**src/rtl/enable_pattern_sequencer_if.sv**
```systemverilog
// Bus interface for enable_pattern_sequencer: lookup request, table write
// port and registered output stream. The optional en_count signal is present
// only when EPS_POPCNT_EN is defined.
interface enable_pattern_sequencer_if #(
  parameter int IDX_W = 4,
  parameter int EN_W  = 16
);
  localparam int CNT_W = $clog2(EN_W + 1);

  logic             mode;
  logic             req_valid;
  logic [IDX_W-1:0] req_idx;
  logic             req_ready;
  logic             wr_en;
  logic [IDX_W-1:0] wr_idx;
  logic [EN_W-1:0]  wr_data;
  logic             out_valid;
  logic             out_ready;
  logic [EN_W-1:0]  out_en;
  logic [IDX_W-1:0] out_idx;
  logic             out_last;
`ifdef EPS_POPCNT_EN
  logic [CNT_W-1:0] en_count;
`endif

  // Producer of requests/writes and consumer of the output stream.
  modport master (
    output mode, req_valid, req_idx, wr_en, wr_idx, wr_data, out_ready,
    input  req_ready, out_valid, out_en, out_idx, out_last
`ifdef EPS_POPCNT_EN
    , input en_count
`endif
  );

  // The sequencer itself.
  modport slave (
    input  mode, req_valid, req_idx, wr_en, wr_idx, wr_data, out_ready,
    output req_ready, out_valid, out_en, out_idx, out_last
`ifdef EPS_POPCNT_EN
    , output en_count
`endif
  );
endinterface

```
**src/rtl/enable_pattern_sequencer.sv**
```systemverilog
// enable_pattern_sequencer: writable table of 2^IDX_W enable patterns.
// Lookup mode returns table[req_idx]; auto mode walks the table from index 0.
// The output is a single register stage with valid/ready.
// Optional feature macro: EPS_POPCNT_EN adds en_count (ones in out_en).
module enable_pattern_sequencer #(
  parameter int IDX_W = 4,
  parameter int EN_W  = 16
) (
  input logic clk,
  input logic rst_n,
  enable_pattern_sequencer_if.slave bus
);
  localparam int DEPTH = 1 << IDX_W;
  localparam int CNT_W = $clog2(EN_W + 1);

  // Power-on pattern: entry i is one-hot, entry 0 drives the MSB.
  function automatic logic [EN_W-1:0] default_entry(input int unsigned i);
    return EN_W'(1) << (EN_W - 1 - (i % EN_W));
  endfunction

  logic [EN_W-1:0]  r_table [DEPTH];
  logic             r_mode_q;
  logic [IDX_W-1:0] r_cnt;
  logic             r_out_valid;
  logic [EN_W-1:0]  r_out_en;
  logic [IDX_W-1:0] r_out_idx;
  logic             r_out_last;

  logic             w_slot_free;
  logic             w_auto_rise;
  logic             w_lookup_load;
  logic             w_auto_load;
  logic             w_load;
  logic [IDX_W-1:0] w_seq_idx;
  logic [IDX_W-1:0] w_load_idx;
  logic [EN_W-1:0]  w_load_en;
  logic             w_load_last;

  // Load decision and table read for the pattern entering the output register.
  always_comb begin
    w_slot_free   = !r_out_valid || bus.out_ready;
    w_auto_rise   = bus.mode && !r_mode_q;
    w_lookup_load = bus.req_valid && w_slot_free && !bus.mode;
    w_auto_load   = bus.mode && w_slot_free;
    w_load        = w_lookup_load || w_auto_load;
    // The walk restarts at 0 in the same cycle mode rises.
    w_seq_idx     = w_auto_rise ? '0 : r_cnt;
    w_load_idx    = bus.mode ? w_seq_idx : bus.req_idx;
    w_load_en     = r_table[w_load_idx];
    w_load_last   = bus.mode && (&w_seq_idx);
  end

  assign bus.req_ready = w_slot_free && !bus.mode;

  // Pattern table; a same-cycle load sees the pre-write contents.
  // NOTE: the table is reset because defaults must reappear on every reset,
  // so it maps to flops rather than a RAM macro.
  always_ff @(posedge clk or negedge rst_n) begin
    if (!rst_n) begin
      for (int i = 0; i < DEPTH; i++) r_table[i] <= default_entry(i);
    end else if (bus.wr_en) begin
      r_table[bus.wr_idx] <= bus.wr_data;
    end
  end

  // Mode edge detector and auto-walk counter.
  // NOTE: sequential state uses non-blocking assignments so every flop
  // samples pre-edge values regardless of statement order.
  always_ff @(posedge clk or negedge rst_n) begin
    if (!rst_n) begin
      r_mode_q <= 1'b0;
      r_cnt    <= '0;
    end else begin
      r_mode_q <= bus.mode;
      if (w_auto_rise)      r_cnt <= w_slot_free ? IDX_W'(1) : '0;
      else if (w_auto_load) r_cnt <= r_cnt + IDX_W'(1);
    end
  end

  // Output register: loads when the slot is free, otherwise holds.
  always_ff @(posedge clk or negedge rst_n) begin
    if (!rst_n) begin
      r_out_valid <= 1'b0;
      r_out_en    <= '0;
      r_out_idx   <= '0;
      r_out_last  <= 1'b0;
    end else if (w_load) begin
      r_out_valid <= 1'b1;
      r_out_en    <= w_load_en;
      r_out_idx   <= w_load_idx;
      r_out_last  <= w_load_last;
    end else if (bus.out_ready) begin
      r_out_valid <= 1'b0;
    end
  end

`ifdef EPS_POPCNT_EN
  logic [CNT_W-1:0] r_en_count;

  // Population count registered in step with out_en.
  always_ff @(posedge clk or negedge rst_n) begin
    if (!rst_n)      r_en_count <= '0;
    else if (w_load) r_en_count <= CNT_W'($countones(w_load_en));
  end

  assign bus.en_count = r_en_count;
`endif

  assign bus.out_valid = r_out_valid;
  assign bus.out_en    = r_out_en;
  assign bus.out_idx   = r_out_idx;
  assign bus.out_last  = r_out_last;
endmodule

```
**src/flat_wrapper.sv**
```systemverilog
// flat-port wrapper written by rule: the top's interface ports become plain ports
module enable_pattern_sequencer_flat 
#(
  parameter int IDX_W = 4,
  parameter int EN_W  = 16
)
  (clk, rst_n, bus_mode, bus_req_valid, bus_req_idx, bus_wr_en, bus_wr_idx, bus_wr_data, bus_out_ready, bus_req_ready, bus_out_valid, bus_out_en, bus_out_idx, bus_out_last);
  enable_pattern_sequencer_if #(.IDX_W(IDX_W), .EN_W(EN_W)) bus_i ();
  input logic clk;
  input logic rst_n;
  input wire logic [$bits(bus_i.mode)-1:0] bus_mode;
  input wire logic [$bits(bus_i.req_valid)-1:0] bus_req_valid;
  input wire logic [$bits(bus_i.req_idx)-1:0] bus_req_idx;
  input wire logic [$bits(bus_i.wr_en)-1:0] bus_wr_en;
  input wire logic [$bits(bus_i.wr_idx)-1:0] bus_wr_idx;
  input wire logic [$bits(bus_i.wr_data)-1:0] bus_wr_data;
  input wire logic [$bits(bus_i.out_ready)-1:0] bus_out_ready;
  output wire logic [$bits(bus_i.req_ready)-1:0] bus_req_ready;
  output wire logic [$bits(bus_i.out_valid)-1:0] bus_out_valid;
  output wire logic [$bits(bus_i.out_en)-1:0] bus_out_en;
  output wire logic [$bits(bus_i.out_idx)-1:0] bus_out_idx;
  output wire logic [$bits(bus_i.out_last)-1:0] bus_out_last;
  assign bus_i.mode = bus_mode;
  assign bus_i.req_valid = bus_req_valid;
  assign bus_i.req_idx = bus_req_idx;
  assign bus_i.wr_en = bus_wr_en;
  assign bus_i.wr_idx = bus_wr_idx;
  assign bus_i.wr_data = bus_wr_data;
  assign bus_i.out_ready = bus_out_ready;
  assign bus_req_ready = bus_i.req_ready;
  assign bus_out_valid = bus_i.out_valid;
  assign bus_out_en = bus_i.out_en;
  assign bus_out_idx = bus_i.out_idx;
  assign bus_out_last = bus_i.out_last;
  enable_pattern_sequencer #(.IDX_W(IDX_W), .EN_W(EN_W)) u_core (.clk(clk), .rst_n(rst_n), .bus(bus_i));
endmodule
```
**config.mk**
```make
export PLATFORM = sky130hd
export DESIGN_NAME = enable_pattern_sequencer_flat
export DESIGN_NICKNAME = d
export VERILOG_FILES = /design/src/rtl/enable_pattern_sequencer_if.sv /design/src/rtl/enable_pattern_sequencer.sv /design/src/flat_wrapper.sv
export SDC_FILE = /design/constraint.sdc
export NUM_CORES = 1
export LEC_CHECK = 0
export CORE_UTILIZATION = 55
export CTS_CLUSTER_DIAMETER = 60
export DETAILED_ROUTE_END_ITERATION = 12
export PLACE_DENSITY = 0.85
export RECOVER_POWER = 100
export SLEW_MARGIN = 20
export SYNTH_ARGS = -nofsm -noshare
export SYNTH_HDL_FRONTEND = slang
export SYNTH_SLANG_ARGS = --single-unit
export TNS_END_PERCENT = 100
```
**constraint.sdc**
```tcl
create_clock -name clk -period 1.5 [get_ports clk]
set_input_delay 0.15 -clock clk [delete_from_list [all_inputs] [get_ports clk]]
set_output_delay 0.15 -clock clk [all_outputs]
set_load 0.03 [all_outputs]
```
==> flow_summary.yaml <==
placed_design:
  place.gp.congestion: 0.869
  dp_hpwl_mm: 21.0
  io_buffers: 52
  detailed_place.area_um2: 14800
setup_path:
  crit_arrival_ns: 2.44
  crit_chain: "buf_4, a31oi_1, buf_4, buf_4, nand4_1, nand4_1, nand3_1"
  crit_slowest_cell: "dfrtp_2"
  cp.required_ns: 1.94
  path_max_fanout: 8
  crit_path_end_kind: "flip-flop"
  critical-path-top-delay-family: "buffers and inverters"
  worstSetupPathType: "reg -> reg"
  crit_buf_inv: 3
  max_stage_delay_ns: 0.45
  crit_top_cell: "buf_4"
  critPathLaunchType: "flip-flop"
grt:
  grt_pass1_wl_mm: 61.2
  grt_pass1_vias: 10700
  antenna_found_initial: 1
  grt_max_degree: 73
  gr-total-overflow: 0
  grt_use_total_pct: 33.5
sta:
  fin_setup_tns_ns: -5.56
  finalCritPeriodShare_pct: 134
  slew_violations: 0
  max_freq_ghz: 0.498
  setup_ws_ns: -0.509
  hold_ws_ns: 0.265
  setup_viol: 63
  slew_headroom_pct: 38.3
  worstMarginPinSlew_ns: 0.926
  clock_skew_ns: 0.0226
  report.final.hold_viol_count: 0
  rsz0062_at_grt: "yes"
  fin_crit_ns: 2.01
final_layout:
  multiInputGateArea_um2: 6040
  nNetsFinal: 1274
  stdcell_area_um2: 16700
  syn_to_final_growth_pct: 28.7
  nFillCells: 1283
  final_core_util_pct: 72.8
  final-seq-area_um2: 7110
  drive_gt1_share_pct: 44.1
cts:
  cts_tree: "built"
  cts_made_buffers: 29
  clkSinkCount: 283
  cts-root-buf: "clkbuf_16"
  path_clk_slew_ns: 0.07
  cts_buffer_depth: 3
  htreeDepth: 1
  clk_latency_ns: 0.56
yosys:
  yosysWarnings: 0
  synthTopCellsByArea: "dfrtp_1 52%, mux2_2 22%, nand2_1 5.6%, dfstp_2 3.2%, nand3_1 2.2%"
  netlist_area_um2: 13000
  yosysMostFrequentCell: "dfrtp_1"
  synthTopCellsByCount: "267 x dfrtp_1, 252 x mux2_2, 194 x nand2_1"
  seq_area_frac_synth_pct: 54.8
  ys_types: 42
  synthArstFlopShare_pct: 100
  ys_ff_latch: 283
  syn_avg_cell_area_um2: 11.8
  syn_inst: 1101
  synth_flop_cell: "dfrtp_1"
  synth_top_area_cell: "dfrtp_1"
  synth_nets: 1132
  synth_top_area_share_pct: 51.5
  synth_edf_count: 0
die:
  core_um2: 22900
  pin_count: 53
  die_w_um: 156
  dieHeight_um: 156
  start_util_pct: 56.6
  die_area_um2: 24200
  rows: 55
power_and_ir_drop:
  p_int_uw: 16800
  p_sw_uw: 7380
  switching_share_pct: 30.6
  total_power_uw: 24100
  p_leak_uw: 0.00724
  pwr-share-seq_pct: 44.7
  p_per_area_nw_per_um2: 1450
  power_frac_clock_pct: 32.0
  power_frac_comb_pct: 23.3
  ir_drop_uv: 961
drt:
  firstDrtPassIters: 5
  drt_first_iter_violations: 1263
  route.detailed.drc: 0
  viasPerCell: 6.75
  drtAntennaViolNets: 0
  routedWlPerCell_um: 27.6
  routed_wl_mm: 43.6
  vias: 10700
outcome:
  violations: "negative setup slack"
  status: "complete, but fails checks"
min_path:
  hold_class: "in -> reg"
job:
  max-cap-violations: 0
-- cells by family after synthesis --
| group | count (synthesis) | share of synthesized area [%] |
|---|---|---|
| XOR/XNOR | 1 | 0.0675 |
| AND/OR/NAND/NOR | 332 | 11.3 |
| adder cells (fa/ha/maj) | 1 | 0.0964 |
| buffers and inverters | 88 | 3.41 |
| AO/OA/AOI/OAI | 115 | 6.22 |
| multiplexers | 281 | 24.2 |
| flip-flops | 283 | 54.8 |
-- layout make-up --
type                    instances  share of cell area, %
flip-flops and latches        283                   42.6
multi-input cells             730                   36.2
inverters                       2                 0.0450
clock inverters                17                   1.27
diodes                          1                 0.0150
repair buffers                197                   12.7
clock buffers                  37                   4.83
well taps                     313                   2.35
-- power by group through the flow --
stage          registers, µW  logic, µW  clock network (µW)
6_report               10800       5610                7730
3_5_place_dp           10500       4570                   0
5_1_grt                10900       5920                8070
3_3_place_gp           10400       4390                   0
4_1_cts                10500       5030                7640
2_1_floorplan          10500       2820                   0
-- state kept, by name (all words and copies together) (netlist names) --
register              count
u_core.bus.out_idx        4
u_core.r_table          256
u_core.r_mode_q           1
u_core.bus.out_last       1
u_core.r_cnt              4
u_core.bus.out_en        16
u_core.bus.out_valid      1
-- final timing paths --
| path | startpoint | end | slack (ns) | cells past startpoint |
|---|---|---|---|---|
| setup / recovery | u_core.r_mode_q | u_core.bus.out_en[0] | -0.51 | 7 |
| hold / removal | bus_req_valid | u_core.bus.out_valid | 0.27 | 2 |
| setup reg to reg | u_core.r_mode_q | u_core.bus.out_en[0] | -0.51 | 7 |
| hold reg to reg | u_core.bus.out_idx[2] | u_core.bus.out_idx[2] | 0.48 | 2 |
| max in group asynchronous | rst_n | u_core.r_table[51] | 0.09 | 3 |
| min in group asynchronous | rst_n | u_core.bus.out_en[15] | 0.28 | 2 |
-- worst reg2reg max path: stages, from the launching register on --
cell	delay (ns)
dfrtp_2	0.45
buf_4	0.18
a31oi_1	0.21
buf_4	0.24
buf_4	0.20
nand4_1	0.30
nand4_1	0.24
nand3_1	0.09
-- metrics by stage --
| step | instances | worst slack [ns] |
|---|---|---|
| floorplan | 1101 | -0.0614 |
| global placement | 1487 | -0.752 |
| detailed placement | 1487 | -0.769 |
| CTS | 1566 | -0.244 |
| global route | 1580 | -0.570 |
| finish | 1580 | -0.509 |
-- layout by cell type (no fill, tap or decap), types with 5 or more instances in the layout --
| cell | n |
|---|---|
| a211oi_1 | 5 |
| mux2_2 | 250 |
| clkdlybuf4s15_1 | 7 |
| o22ai_1 | 8 |
| nand3_1 | 47 |
| a31oi_2 | 5 |
| dlygate4sd2_1 | 11 |
| buf_6 | 17 |
| dfstp_2 | 16 |
| clkbuf_16 | 32 |
| buf_4 | 67 |
| a211oi_4 | 5 |
| and3_1 | 19 |
| clkdlybuf4s50_1 | 26 |
| nand2_4 | 8 |
| dfrtp_1 | 264 |
| a31oi_1 | 16 |
| mux2_1 | 6 |
| a211oi_2 | 13 |
| mux2i_2 | 6 |
| o2111ai_2 | 7 |
| a32oi_2 | 6 |
| nand3_2 | 11 |
| nand4_1 | 13 |
| clkbuf_4 | 13 |
| mux2i_1 | 16 |
| a21oi_1 | 8 |
| clkbuf_8 | 6 |
| o21ai_0 | 8 |
| clkbuf_1 | 12 |
| nand2b_1 | 8 |
| nand2_2 | 8 |
| nor2_1 | 21 |
| clkinv_2 | 7 |
| nand2_1 | 177 |
| buf_12 | 22 |
| o2111ai_1 | 11 |
-- routing by layer --
| layer | vias to the layer above | track usage, % | wire (µm) |
|---|---|---|---|
| met2 | 866 | 54.9 | 20300 |
| li1 | 4224 | - | - |
| met3 | 285 | 7.22 | 4820 |
| met4 | 0 | 20.7 | 3340 |
| met5 | - | 0 | 0 |
| met1 | 5297 | 40.7 | 15100 |
-- timing repair --
item | 4_1_cts | 5_1_grt
buffers inserted | 15 | 11
hold buffers | 2 | 0
pin swaps | 31 | 30
gates resized for setup | 103 | 74
hold endpoints to repair | 271 | 0
endpoints found under the setup margin | 39 | 27
gates cloned | 9 | 4
Note: power is estimated with default switching activity, not from simulation.
